===== config.mk =====
export PLATFORM = sky130hd
export DESIGN_NAME = button_debounce_repeat
export DESIGN_NICKNAME = d
export VERILOG_FILES = /design/src/rtl/button_debounce_repeat.sv
export SDC_FILE = /design/constraint.sdc
export NUM_CORES = 1
export LEC_CHECK = 0
export ABC_AREA = 1
export CORE_MARGIN = 5
export CORE_UTILIZATION = 37
export CTS_BUF_LIST = sky130_fd_sc_hd__clkbuf_8
export DETAILED_ROUTE_END_ITERATION = 16
export GPL_TIMING_DRIVEN = 0
export PLACE_DENSITY = 0.56
export SKIP_LAST_GASP = 1
export SLEW_MARGIN = 20
export SYNTH_ARGS = -nofsm -noshare
export SYNTH_HDL_FRONTEND = slang
export SYNTH_SLANG_ARGS = --single-unit

===== constraint.sdc =====
create_clock -name clock_divider_out -period 4.1 [get_ports clock_divider_out]
set_input_delay 1.025 -clock clock_divider_out [delete_from_list [all_inputs] [get_ports clock_divider_out]]
set_output_delay 1.025 -clock clock_divider_out [all_outputs]
set_load 0.01 [all_outputs]

===== src/rtl/button_debounce_repeat.sv =====
// Debounced button with press/release/auto-repeat pulses; press_pulse lands STABLE_TICKS+1 edges after the raw press.
// No backpressure: all outputs are registered one-cycle strobes or levels, sampled on clock_divider_out.
module button_debounce_repeat #(
  parameter int STABLE_TICKS = 4,
  parameter int REPEAT_DELAY = 500,
  parameter int REPEAT_RATE  = 100,
  parameter bit ACTIVE_LOW   = 1'b1
) (
  input  logic clock_divider_out,
  input  logic reset,
  input  logic button_raw,
  output logic button_level,
  output logic press_pulse,
  output logic release_pulse,
  output logic repeat_pulse,
  output logic count_pulse,
  output logic long_press
);

  localparam logic        IDLE_LVL   = ACTIVE_LOW;
  localparam logic [15:0] ST_LIM     = 16'(STABLE_TICKS);
  localparam logic [15:0] FIRST_LIM  = 16'((REPEAT_DELAY > 0) ? REPEAT_DELAY - 1 : 0);
  localparam logic [15:0] RATE_LIM   = 16'(REPEAT_RATE - 1);

  typedef enum logic [1:0] {
    RELEASED,
    PRESS_CHECK,
    PRESSED,
    RELEASE_CHECK
  } state_t;

  state_t      state;
  logic        sync_1, sync_2;
  logic        btn_s;
  logic [15:0] stable_cnt;
  logic [15:0] stable_inc;
  logic [15:0] repeat_cnt;
  logic [15:0] repeat_lim;
  logic        press_ok;
  logic        rel_ok;

  always_ff @(posedge clock_divider_out or posedge reset) begin
    if (reset) begin
      sync_1 <= IDLE_LVL;
      sync_2 <= IDLE_LVL;
    end else begin
      sync_1 <= button_raw;
      sync_2 <= sync_1;
    end
  end

  assign btn_s      = sync_2 ^ ACTIVE_LOW;
  assign stable_inc = stable_cnt + 16'd1;
  // long_press doubles as the "first repeat already fired" flag
  assign repeat_lim = long_press ? RATE_LIM : FIRST_LIM;

  assign press_ok = btn_s &&
                    (((state == RELEASED) && (STABLE_TICKS == 1)) ||
                     ((state == PRESS_CHECK) && (stable_inc == ST_LIM)));
  assign rel_ok   = !btn_s &&
                    (((state == PRESSED) && (STABLE_TICKS == 1)) ||
                     ((state == RELEASE_CHECK) && (stable_inc == ST_LIM)));

  always_ff @(posedge clock_divider_out or posedge reset) begin
    if (reset) begin
      state         <= RELEASED;
      stable_cnt    <= 16'd0;
      repeat_cnt    <= 16'd0;
      button_level  <= 1'b0;
      press_pulse   <= 1'b0;
      release_pulse <= 1'b0;
      repeat_pulse  <= 1'b0;
      count_pulse   <= 1'b0;
      long_press    <= 1'b0;
    end else begin
      press_pulse   <= 1'b0;
      release_pulse <= 1'b0;
      repeat_pulse  <= 1'b0;
      count_pulse   <= 1'b0;
      if (press_ok) begin
        state        <= PRESSED;
        button_level <= 1'b1;
        press_pulse  <= 1'b1;
        count_pulse  <= 1'b1;
        repeat_cnt   <= 16'd0;
        stable_cnt   <= 16'd0;
      end else if (rel_ok) begin
        state         <= RELEASED;
        button_level  <= 1'b0;
        long_press    <= 1'b0;
        release_pulse <= 1'b1;
        repeat_cnt    <= 16'd0;
        stable_cnt    <= 16'd0;
      end else begin
        case (state)
          RELEASED: begin
            if (btn_s) begin
              state      <= PRESS_CHECK;
              stable_cnt <= 16'd1;
            end
          end
          PRESS_CHECK: begin
            if (!btn_s) begin
              state      <= RELEASED;
              stable_cnt <= 16'd0;
            end else begin
              stable_cnt <= stable_inc;
            end
          end
          PRESSED: begin
            if (!btn_s) begin
              state      <= RELEASE_CHECK;
              stable_cnt <= 16'd1;
            end else if (REPEAT_DELAY > 0) begin
              if (repeat_cnt == repeat_lim) begin
                repeat_pulse <= 1'b1;
                count_pulse  <= 1'b1;
                long_press   <= 1'b1;
                repeat_cnt   <= 16'd0;
              end else begin
                repeat_cnt <= repeat_cnt + 16'd1;
              end
            end
          end
          RELEASE_CHECK: begin
            // a bounce back to pressed keeps repeat_cnt so the cadence just pauses
            if (btn_s) begin
              state      <= PRESSED;
              stable_cnt <= 16'd0;
            end else begin
              stable_cnt <= stable_inc;
            end
          end
          default: state <= RELEASED;
        endcase
      end
    end
  end

endmodule


Word level (Yosys, flattened, before mapping). Index checks and enable logic that the tools add are counted.

Output and inout port bits: 6. Logic and storage cells: 74. Flip-flop bits (word level): 42. Input bits: 3.

Muxes and demuxes: 35. Bitwise operators: 2. $add $sub $neg: 2. Eq/ne operators: 11. Reductions and logical operators: 13.

Operators with widths (number): 16-bit 2-to-1 mux (11); 16-bit one-hot mux with 4 select lines (1); 16-bit by 1-bit adder with 16-bit output, second input constant (2); 16-bit by 3-bit equality test with 1-bit output, second input constant (1); 16-bit by 9-bit equality test with 1-bit output (1); 4-bit != test, second input constant (4); 1-bit 2-to-1 mux (15); 2-bit 2-to-1 mux (6); 9-bit 2-to-1 mux (1); 2-bit one-hot mux with 4 select lines (1); 4-bit AND reduction (2); 2-bit nonzero test (3); 2-bit equality test, second input constant (2); 1-bit logical AND (4); 2-bit AND reduction (2); 3-bit by 1-bit != test with 1-bit output, second input constant (1); 3-bit nonzero test (1); 2-bit by 1-bit equality test with 1-bit output, second input constant (1); 2-bit logical NOT (1); 2-bit by 1-bit != test with 1-bit output, second input constant (1); 1-bit NOT (2).

Depth between registers and ports, before layout.
Word-level depth: 7. Depth in mapped cells: 14. Mapped depth without buffers: 14.

Least setup slack after synthesis. OpenSTA, ideal clock, no wires.

Path type: register -> register. Start point: reg stable_cnt[1]. End point: reg repeat_cnt[10]. Data arrival time: 1.724 ns. Setup time: 0.128 ns. Path slack: 2.248 ns. Data required time: 3.972 ns. Stages on the path, launching flop included: 12. Clock period less this slack: 1.852 ns. Path through: dfrtp_1 -> ha_1 -> nand3_2 -> nor2_4 -> nand3_2 -> nand2_2 -> nand3_1 -> nor2_2 -> nand3_4 -> nand2_4 -> buf_12 -> o22ai_1.

Longest elaborated chain between the ends: 6. Elaborated cells on any way between the ends: 11. Classes of those cells: add/sub: 1; eq/ne: 2; mux: 2; reduce/logical: 6.

RTL lines: from (decl) (line 35) `logic [15:0] stable_cnt;`; from (signal assigned) (line 107) `stable_cnt <= stable_inc;`; from (signal assigned) (line 131) `stable_cnt <= stable_inc;`; 16-bit by 1-bit adder with 16-bit output (*) (line 53) `assign stable_inc = stable_cnt + 16'd1;`; 16-bit by 3-bit equality test with 1-bit output (*) (line 59, 62); 1-bit logical AND, on equally long branches (line 59, 62); 1-bit logical AND, on equally long branches (line 57, 60); 3-bit by 1-bit != test with 1-bit output (no line) (tied with other cells); 2-bit AND reduction (no line) or 16-bit 2-to-1 mux (tied branches); to (signal assigned) (line 121) `repeat_cnt <= repeat_cnt + 16'd1;`; to (decl) (line 37) `logic [15:0] repeat_cnt;`.

Every way passes the cells marked *; elsewhere a longest branch is shown, timed or not. A chain may end at the register's enable or synchronous reset.

Final worst setup path.
Start point: reg long_press. End point: out long_press.

RTL lines: from (decl) (line 17) `output logic long_press`; from (signal assigned) (line 74) `long_press <= 1'b0;`; from (signal assigned) (line 90) `long_press <= 1'b0;`; from (signal assigned) (line 118) `long_press <= 1'b1;`.

No word-level cell between the ends.

==> metrics.md <==
| Metric | Value |
|---|---|
| Root buffer cell | `clkbuf_8` |
| # Post-CTS Setup Buffers | `0` |
| Grt total ovfl | `0` |
| Vias/cell | `approximately 5.2` |
| Reg clk slew, reported paths | `~80 ps` |
| Nets | `~370` |
| RSZ-0062 raised after global routing | `no` |
| DR WL/cell | `roughly 13 um` |
| Core ar. | `a little under 7000 um2` |
| Synth-to-layout area growth | `12.4%` |
| YS warnings | `0` |
| Min Tclk post-route | `around 2300 ps` |
| Seq/Total Area, Yosys | `41.2%` |
| IO buf count | `8` |
| Internal power | `approximately 0.74 mW` |
| Sw power | `just over 0.4 mW` |
| Final setup viols | `0` |
| Via count of the first global-routing pass | `around 2,000` |
| Total power | `~1.1 mW` |
| Vias | `approximately 2,300` |
| Post-synth net total | `between 300 and 400` |
| # DRC | `0` |
| Routability cong. | `~0.81` |
| Max clock buf depth | `2` |
| Hold EP | `sync_2` |
| Fmax | `around 440 MHz` |
| Yosys cell types | `26` |
| Final Hold Viols | `0` |
| Std-Cell Rows | `30` |
| Worst hold path class | `flop to flop` |
| Critical path fanouts, max | `4` |
| CP endpoint kind | `output port` |
| Fraction of layout cells with a size suffix above 1 | `11.9%` |
| Critical R2R Launch | `stable_cnt[1]` |
| Min-delay src | `sync_1` |
| CTS tree | `yes` |
| CP Cell Sequence | `clkdlybuf4s50_1` |
| Dominant synthesized flop cell | `dfrtp_1` |
| Ys async rst share | `100%` |
| CP delay by family, top | `buffers and inverters` |
| Setup Skew | `approximately 4.6 ps` |
| Detail Route Antenna Nets | `0` |
| Chip Width | `93.1 um` |
| Hold bufs inserted after CTS | `0` |
| Worst-margin pin slew | `about 520 ps` |
| Resize count post-CTS | `0` |
| Sw frac | `roughly a third` |
| CP arrival | `1270 ps` |
| Period utilisation layout | `56.0%` |
| Worst skew pair latency | `~300 ps` |
| Synth top area share | `around two fifths` |
| Setup_tns | `0 ps` |
| Gate power share | `a little over a quarter` |
| Most frequent cells after synthesis | `nand2_1 (94), inv_1 (46), dfrtp_1 (40)` |
| Filler Cell Count | `between 600 and 700` |
| Reg2Reg Depth | `10` |
| Pwr per Cell Area | `between 300 and 400 nW/um2` |
| Flop and latch count out of synthesis | `42` |
| Slew Limit Fails | `0` |
| Hold Crit Depth | `0` |
| Initial antenna violation count | `0` |
| DP HPWL | `between 4000 and 5000 um` |
| Max stage delay cell, worst path | `clkdlybuf4s50_1` |
| Crit path kind | `flop to output port` |
| Number of enable flip-flop cells after synthesis | `0` |
| Largest area contributor in the netlist | `dfrtp_1` |
| R2R Setup Slk | `between 1500 and 2000 ps` |
| Peak VDD IR | `about 0.00013 V` |
| Syn Area/Cell | `about 7.4 um2` |
| Relative slew slack | `roughly two thirds` |
| Htree depth | `2` |
| Worst r2r dst | `stable_cnt[15]` |
| Diode count | `0` |
| Die ar. | `just under 9000 um2` |
| Max stage delay on crit path | `between 500 and 600 ps` |
| Crit path buf inv count | `1` |
| Total CTS buffers | `5` |
| Syn Std Cell Area | `between 2000 and 3000 um2` |
| Pin count of the biggest net entering global routing | `24` |
| First-pass GRT wire length | `between 9000 and 10,000 um` |
| Flop pwr share | `43.8%` |
| Crit path depth | `1` |
| Post-Route WL | `between 5000 and 6000 um` |
| Most frequent cell after synthesis | `nand2_1` |
| DIE HEIGHT | `roughly 93 um` |
| Drt pass-1 iters | `5` |
| Syn Inst Count | `between 300 and 400` |
| WP data required | `between 3000 and 4000 ps` |
| Initial Utilization | `37.8%` |
| Status | `completed` |
| Ports | `9` |
| Top cells by area, synth | `dfrtp_1 (39%), nand2_1 (14%), inv_1 (6.8%), nand3_1 (5.9%), nor2_1 (4.7%)` |
| CTS Sinks | `between 40 and 50` |
| Leakage | `1.33 nW` |
| Crit start category | `flop` |
| Aggregate global-route resource usage | `between 10% and 20%` |
| Max-cap violations | `0` |
| Initial DRC count | `around 170` |
| Clock power frac | `between 20% and 30%` |
==> stage by stage <==
stage	instance area (um2)	std cells	util (%)	hold WS [ps]	setup WS (ps)
6_report	2870	442	42.5	364	1800
5_1_grt	2870	442	42.5	370	1650
4_1_cts	2870	442	42.5	365	1780
3_5_place_dp	2760	434	40.9	352	1890
3_3_place_gp	2740	433	40.5	347	1090
2_1_floorplan	2560	345	-	345	2100
==> worst max-delay path by stage <==
stage                        from        endpoint  slack, ps
CTS                    long_press      long_press       1780
floorplan                   reset    button_level       2100
finish                 long_press      long_press       1800
detailed placement  stable_cnt[1]  stable_cnt[15]       1890
global placement            reset   stable_cnt[3]       1090
global route        stable_cnt[1]  stable_cnt[15]       1650
==> state kept, by name, indices dropped and copies added (netlist names) <==
register       count
long_press         1
sync_1             1
repeat_cnt        16
sync_2             1
repeat_pulse       1
stable_cnt        16
release_pulse      1
press_pulse        1
count_pulse        1
button_level       1
state              2
==> power groups by stage <==
stage	registers [mW]	logic (mW)	clock network [mW]
3_5_place_dp	0.513	0.316	0
6_report	0.503	0.315	0.331
4_1_cts	0.504	0.318	0.341
5_1_grt	0.512	0.355	0.360
2_1_floorplan	0.505	0.224	0
3_3_place_gp	0.510	0.314	0
==> metal layers <==
metal / global-route usage [%] / up-vias / share of wire, %
met3: 3.06 / 5 / 3.9
met4: 5.37 / 0 / 1.6
met5: 0 / - / 0
li1: - / 1166 / -
met1: 21.1 / 1070 / 51
met2: 20.6 / 51 / 43
==> cell families (layout without fill, tap and decap cells) <==
| logic type | count (synthesis) | after routing | share of synthesized area (%) |
|---|---|---|---|
| adder cells (fa/ha/maj) | 2 | 2 | 0.979 |
| AND/OR/NAND/NOR | 200 | 200 | 37.2 |
| XOR/XNOR | 6 | 6 | 2.06 |
| flip-flops | 42 | 42 | 41.2 |
| AO/OA/AOI/OAI | 44 | 44 | 10.5 |
| buffers and inverters | 51 | 68 | 8.13 |
==> layout by cell type (no fill, tap or decap), types with 3 or more instances in the layout <==
cell type        instances
nand2_1                 94
clkbuf_8                 5
o21ai_0                 19
nor2_4                   6
inv_1                   46
nor2_1                  32
dfrtp_1                 40
clkdlybuf4s50_1          8
nor3_1                   4
nand2_2                  8
o21ai_2                  5
o22ai_1                 16
nand3_1                 30
nor2_2                   5
xor2_1                   6
inv_2                    3
nand4_1                 15
==> layout make-up <==
type	count	area, um2	share of cell area, %
inverter	48	180	6.27
tap	80	100	3.48
timing repair buffer	9	108	3.74
multi-input combinational	252	1290	45.1
clock inverter	3	41.3	1.44
clock buffer	5	68.8	2.39
buffer	3	27.5	0.958
sequential	42	1050	36.7
No activity file was read; power rests on OpenSTA's default activity.
